### src/rtl/seq1101_pkg.sv
// Shared constants for the 1101-framed serial transmitter: FSM state codes and sync header.
package seq1101_pkg;

  localparam logic [1:0] IDLE = 2'd0;
  localparam logic [1:0] HDR  = 2'd1;
  localparam logic [1:0] PAY  = 2'd2;
  localparam logic [1:0] PAR  = 2'd3;

  localparam logic [3:0] SYNC_PAT = 4'b1101;
  localparam int         SYNC_LEN = 4;

endpackage

### src/rtl/seq1101_stuff_ctl.sv
// Zero-stuffing history: requests a stuffed 0 whenever the last three body bits were 110.
// stuff_req is combinational from the history register; no backpressure.
module seq1101_stuff_ctl (
  input  logic clk,
  input  logic rst,
  input  logic sent_bit,
  input  logic bit_vld,
  input  logic clr,
  output logic stuff_req
);

  logic [2:0] hist;

  // The first body bit arrives on the same edge that leaves the header, so clear and shift merge.
  always_ff @(posedge clk or posedge rst) begin
    if (rst) begin
      hist <= 3'b000;
    end else if (bit_vld) begin
      hist <= {(clr ? 2'b00 : hist[1:0]), sent_bit};
    end else if (clr) begin
      hist <= 3'b000;
    end
  end

  assign stuff_req = (hist == 3'b110);

endmodule

### src/rtl/seq1101_tx.sv
// Frames a parallel word as 1101 header, MSB-first payload, even parity, with zero-stuffing.
// First bit one cycle after capture; in_ready only in IDLE, so a word waits for the whole frame.
module seq1101_tx
  import seq1101_pkg::*;
#(
  parameter int DATA_W = 8
) (
  input  logic              clk,
  input  logic              rst,
  input  logic [DATA_W-1:0] in_data,
  input  logic              in_valid,
  output logic              in_ready,
  output logic              ser_out,
  output logic              ser_en,
  output logic              stuff_bit
);

  localparam int CW = $clog2(DATA_W + 1);

  logic [1:0]        state, nxt_state;
  logic [CW-1:0]     cnt, nxt_cnt;
  logic [DATA_W-1:0] shreg, nxt_shreg;
  logic              par, nxt_par;
  logic              nxt_ser, nxt_en, nxt_stuff;
  logic              bit_vld, clr, stuff_req;

  assign in_ready = (state == IDLE);
  assign clr      = (state != PAY) && (state != PAR);

  seq1101_stuff_ctl u_stuff (
    .clk       (clk),
    .rst       (rst),
    .sent_bit  (nxt_ser),
    .bit_vld   (bit_vld),
    .clr       (clr),
    .stuff_req (stuff_req)
  );

  // State names the phase of the bit currently on the line; each branch picks the next bit.
  always_comb begin
    nxt_state = state;
    nxt_cnt   = cnt;
    nxt_shreg = shreg;
    nxt_par   = par;
    nxt_ser   = 1'b0;
    nxt_en    = 1'b0;
    nxt_stuff = 1'b0;
    bit_vld   = 1'b0;
    case (state)
      IDLE: begin
        if (in_valid) begin
          nxt_state = HDR;
          nxt_cnt   = '0;
          nxt_shreg = in_data;
          nxt_par   = ^in_data;
          nxt_ser   = SYNC_PAT[SYNC_LEN-1];
          nxt_en    = 1'b1;
        end
      end
      HDR: begin
        nxt_en = 1'b1;
        if (cnt == CW'(SYNC_LEN - 1)) begin
          nxt_state = PAY;
          nxt_ser   = shreg[DATA_W-1];
          nxt_shreg = {shreg[DATA_W-2:0], 1'b0};
          nxt_cnt   = CW'(DATA_W - 1);
          bit_vld   = 1'b1;
        end else begin
          nxt_ser = SYNC_PAT[2'd2 - cnt[1:0]];
          nxt_cnt = cnt + CW'(1);
        end
      end
      PAY: begin
        nxt_en  = 1'b1;
        bit_vld = 1'b1;
        if (stuff_req) begin
          nxt_stuff = 1'b1;
        end else if (cnt != '0) begin
          nxt_ser   = shreg[DATA_W-1];
          nxt_shreg = {shreg[DATA_W-2:0], 1'b0};
          nxt_cnt   = cnt - CW'(1);
        end else begin
          nxt_state = PAR;
          nxt_ser   = par;
        end
      end
      PAR: begin
        // A trailing stuff keeps the state in PAR for one more cycle; two stuffs cannot follow.
        if (stuff_req) begin
          nxt_en    = 1'b1;
          nxt_stuff = 1'b1;
          bit_vld   = 1'b1;
        end else begin
          nxt_state = IDLE;
        end
      end
      default: nxt_state = IDLE;
    endcase
  end

  always_ff @(posedge clk or posedge rst) begin
    if (rst) begin
      state     <= IDLE;
      cnt       <= '0;
      shreg     <= '0;
      par       <= 1'b0;
      ser_out   <= 1'b0;
      ser_en    <= 1'b0;
      stuff_bit <= 1'b0;
    end else begin
      state     <= nxt_state;
      cnt       <= nxt_cnt;
      shreg     <= nxt_shreg;
      par       <= nxt_par;
      ser_out   <= nxt_ser;
      ser_en    <= nxt_en;
      stuff_bit <= nxt_stuff;
    end
  end

endmodule

### config.mk
export PLATFORM = sky130hd
export DESIGN_NAME = seq1101_tx
export DESIGN_NICKNAME = d
export VERILOG_FILES = /design/src/rtl/seq1101_pkg.sv /design/src/rtl/seq1101_stuff_ctl.sv /design/src/rtl/seq1101_tx.sv
export SDC_FILE = /design/constraint.sdc
export NUM_CORES = 1
export LEC_CHECK = 0
export ABC_AREA = 0
export CORE_UTILIZATION = 25
export CTS_BUF_LIST = sky130_fd_sc_hd__clkbuf_4
export CTS_CLUSTER_SIZE = 16
export DETAILED_ROUTE_END_ITERATION = 8
export GPL_TIMING_DRIVEN = 0
export PLACE_DENSITY = 0.5
export SYNTH_ARGS = -nofsm -noshare
export SYNTH_HDL_FRONTEND = slang
export SYNTH_HIERARCHICAL = 1
export SYNTH_SLANG_ARGS = --single-unit
export TNS_END_PERCENT = 30
### constraint.sdc
create_clock -name clk -period 3.8 [get_ports clk]
set_input_delay 0.57 -clock clk [delete_from_list [all_inputs] [get_ports clk]]
set_output_delay 0.57 -clock clk [all_outputs]
set_load 0.005 [all_outputs]
# Word-level counts from Yosys, hierarchy flattened
# Cells that the tools add are included.
# word_totals
register_bits	21
inputBits	11
word_cells	68
# classes
n_addsub	3
magnitude_cmp	1
n_eq_ne	13
n_mux	31
reduce_logical	12
# ops
operator	count
two-way mux 8 bit	4
one-hot mux 8 bit (3 select lines)	1
two-way mux 4 bit	4
!= test 2 bit, second input constant	8
two-way mux 2 bit	6
one-hot mux 4 bit (3 select lines)	1
AND reduction 5 bit	2
one-hot mux 1 bit (3 select lines)	3
two-way mux 1 bit	8
one-hot mux 2 bit (4 select lines)	1
XOR reduction 8 bit	1
two-way mux 3 bit	2
adder 4 x 1 -> 4 bit, second input constant	1
== test 2 bit, second input constant	2
== test 4 x 2 -> 1 bit, second input constant	1
AND reduction 4 bit	1
nonzero test 4 bit	1
OR reduction 2 bit	2
subtractor 4 x 1 -> 4 bit, second input constant	1
== test 3 bit, second input constant	1
less-than comparator 2 x 3 -> 1 bit, second input constant	1
nonzero test 3 bit	1
binary-select mux 1 bit (select 2 bit)	1
== test 2 x 1 -> 1 bit, second input constant	1
5 further kinds	5

# Depth between registers and ports, before layout
# depth
depth_word	6
ltp_mapped	9
mapped_depth_nobuf	8

# Hierarchy
# Netlist, hierarchy kept.
# by_module_without_submodules
mod	instances	cells_per_inst	area_per_inst_um2	seq_area_each_um2
seq1101_tx	1	118	1222.4	450.4
seq1101_stuff_ctl	1	12	130.1	75.1

# Worst setup path before layout
# Ideal clock, no wire load.
# synth_path
kind	register to register
from	register cnt[0]
to	register shreg[0]
setup_ns	0.125
arrival_time_ns	1.874
t_required_ns	3.675
path_slack_ns	1.801
path_stages_with_launch	6
n_path_buf	0
period_less_slack_ns	1.999
path_cell_list	dfrtp_1 > ha_1 > or3b_1 > a21oi_2 > nor3b_4 > mux2_2
# synth_via
elab_chain_len	3
elab_cells_between_ends	5
classes_between	3 x eq/ne; 2 x reduce/logical
# synth_rtl
item	line_no	text
start: declaration	seq1101_tx.sv:21	logic [CW-1:0] cnt, nxt_cnt;
start signal: assignment	seq1101_tx.sv:112	cnt <= nxt_cnt;
== test 4 x 2 -> 1 bit / nonzero test 4 bit (equally long branches)	seq1101_tx.sv:62, seq1101_tx.sv:78	
!= test 2 bit (no source line)	n/a	
AND reduction 5 bit (no source line) (*)	n/a	
end signal: assignment	seq1101_tx.sv:113	shreg <= nxt_shreg;
end: declaration	seq1101_tx.sv:22	logic [DATA_W-1:0] shreg, nxt_shreg;
# Every way passes the cells marked *; elsewhere a longest branch is shown, timed or not.
# A chain may end at the register's enable or synchronous reset.

# Final worst setup path
# layout_path
from	register cnt[0]
to	register shreg[2]
# Same word-level chain as after synthesis.

==> impl_metrics.json <==
{
  "antenna_cells": 0,
  "crit_required_ns": 4.01,
  "die_area_um2": 5709,
  "clock-root-buffer": "clkbuf_4",
  "slew_viol_final": 0,
  "critical_path_peak_fanout": 9,
  "gp_congestion": 0.8343,
  "postSynthAreaPerCell_um2": 10.40,
  "wl_per_cell_um": 13.25,
  "vias": 1001,
  "status": "finished clean",
  "worstPathArrival_ns": 2.55,
  "post_cts_buffers": 0,
  "synth_top_area_share_pct": 38.85,
  "leakage_nw": 0.6718,
  "hold_class": "in -> async",
  "grt_max_degree": 19,
  "min_period_over_period_pct": 61.70,
  "antenna_found_initial": 0,
  "initial_utilization_pct": 26.15,
  "drt_iter0_markers": 60,
  "ys_seq_area_share_pct": 38.85,
  "final_antenna_net_count": 0,
  "h-tree-depth": 1,
  "tightestPinTransition_ns": 0.7540,
  "p_int_mw": 0.7617,
  "vias_per_cell": 4.592,
  "path_clk_slew_ns": 0.12,
  "finalSetupViolations": 0,
  "tritoncts": "built",
  "rows": 26,
  "worst_slack_ns": 1.456,
  "areaGrowthSynthToFinish_pct": 19.06,
  "hold_buffers": 0,
  "post-route-min-period_ns": 2.344,
  "drcViolationCount": 0,
  "ys_warn_count": 6,
  "synth_area_um2": 1353,
  "end_kind": "flip-flop",
  "p_sw_mw": 0.5129,
  "layout.nets": 169,
  "core_um2": 5172,
  "p_clk_share_pct": 9.5,
  "cts_buffers": 3,
  "post_cts_resized": 0,
  "finalSetupTns_ns": 0,
  "power_density_nw_per_um2": 791.5,
  "pin_count": 15,
  "grt_pass1_vias": 996,
  "syn_nets": 150,
  "fmax_mhz": 426.5,
  "critPathKind": "reg -> reg",
  "cts.sinks": 21,
  "cts_buffer_depth": 2,
  "hpwl_mm": 2.178,
  "dp_worst_setup_slack_ns": 1.484,
  "startpoint_type": "flip-flop",
  "drt_pass1_iterations": 4,
  "relSlewSlack_pct": 49.68,
  "worstSkewPairLatency_ns": 0.31,
  "yosysTopAreaCell": "dfrtp_1",
  "track_usage_pct": 11.25,
  "vdd_drop_max_mv": 0.3827,
  "fp.dieH_um": 75.56,
  "grt-ovfl-total": 0,
  "swShare_pct": 40.24,
  "pwr-share-seq_pct": 30.4,
  "ys_types": 34,
  "wirelength_mm": 2.888,
  "grt_pass1_wl_mm": 4.774,
  "power_frac_comb_pct": 60.2,
  "die_x_um": 75.56,
  "clock_skew_ns": 0.005077,
  "io_buffers": 14,
  "drive_above_1_share_pct": 21.62,
  "finalHoldViolCount": 0,
  "postSynthCellCount": 130,
  "ys_seq_elements": 21,
  "reg2reg_depth": 5,
  "ys_top_cells_by_area": "dfrtp_1 (39%), mux2_2 (15%), ha_1 (8.3%)",
  "rsz0062_at_grt": "false",
  "max_cap_viol_count": 0
}
-- per-layer routing --
layer / part of all wire, % / vias to the layer above / wire (um) / track usage [%]
met5: 0 / - / 0 / 0
met4: 1.5 / 0 / 44 / 4.321
met3: 3.6 / 5 / 103 / 1.852
met2: 48 / 20 / 1379 / 17.96
met1: 47 / 486 / 1360 / 15.28
li1: - / 490 / - / -
-- state kept, by name, summed over array words and instances, names as in the netlist --
| signal | count |
|---|---|
| cnt | 4 |
| par | 1 |
| ser_en | 1 |
| ser_out | 1 |
| shreg | 8 |
| state | 2 |
| stuff_bit | 1 |
| u_stuff/hist | 3 |
-- cell type report --
| cell class | instances | area (um^2) |
|---|---|---|
| buffer | 4 | 23.77 |
| multi-input combinational | 94 | 762.0 |
| clock buffer | 4 | 30.03 |
| tap | 70 | 87.58 |
| sequential | 21 | 525.5 |
| fill | 536 | 3562 |
| timing repair buffer | 14 | 140.1 |
| inverter | 11 | 41.29 |
-- critical path: stages, from the launching register on --
cell and delay (ns):
dfrtp_1 0.51, ha_1 0.25, or3b_1 0.43, a21oi_2 0.20, nor3b_4 0.46, mux2_2 0.39
-- metrics by stage --
stage / area, um^2 / std cells / util, % / power [mW] / hold slack (ns)
finish: 1610 / 218 / 31.13 / 1.275 / 0.4329
global route: 1610 / 218 / 31.13 / 1.393 / 0.4232
CTS: 1610 / 218 / 31.13 / 1.288 / 0.4251
detailed placement: 1580 / 214 / 30.55 / 1.161 / 0.4769
global placement: 1580 / 214 / 30.55 / 1.144 / 0.4796
floorplan: 1353 / 130 / - / 0.9743 / 0.3236
-- cell families after synthesis --
kind of cell               after synthesis  share of synthesized area [%]
xor gates and xnor gates                 7                          4.533
muxes                                   21                          17.21
DFF                                     21                          38.85
adders and majority gates                9                          8.326
buffers and inverters                   15                          4.810
and+or+nand+nor                         31                          13.41
AOI/OAI and AO/OA                       26                          12.86
-- power by group through the flow --
stage | logic (mW) | registers, mW | clock network (mW)
floorplan | 0.603 | 0.372 | 0
global placement | 0.758 | 0.386 | 0
detailed placement | 0.769 | 0.392 | 0
CTS | 0.773 | 0.386 | 0.128
global route | 0.860 | 0.400 | 0.133
finish | 0.767 | 0.387 | 0.120
-- worst paths after layout --
path                       startpoint              end  slack (ns)
setup reg to reg               cnt[0]         shreg[2]        1.46
max in group asynchronous         rst         shreg[2]        2.63
min in group clk                  par              par        0.50
hold / removal                    rst  u_stuff/hist[1]        0.43
setup / recovery               cnt[0]         shreg[2]        1.46
hold reg to reg                   par              par        0.50
-- cell usage in the layout, fill, tap and decap left out, types with 3 or more instances in the layout --
master / Yosys / final
mux2_2: 18 / 18
ha_1: 9 / 9
xnor2_1: 7 / 7
inv_1: 11 / 11
a31oi_1: 3 / 3
dfrtp_1: 21 / 21
o21ai_0: 8 / 8
a221oi_1: 4 / 4
nand2_1: 9 / 9
clkdlybuf4s50_1: 0 / 14
clkbuf_4: 0 / 4
nor2_1: 5 / 5
a21oi_1: 6 / 6
mux2i_1: 3 / 3
-- cell usage after synthesis (all sizes together) --
cell    count
dfrtp      21
mux2       18
inv        11
ha          9
nand2       9
o21ai       9
a21oi       8
xnor2       7
nor2        5
a221oi      4
a31oi       3
mux2i       3
and2        2
buf         2
clkbuf      2
nand2b      2
nor2b       2
nor3        2
nor3b       2
or3b        2
and3b       1
nand3       1
o221a       1
o41ai       1
or2         1
or3         1
or4b        1
Power figures use the tool's default switching activity.
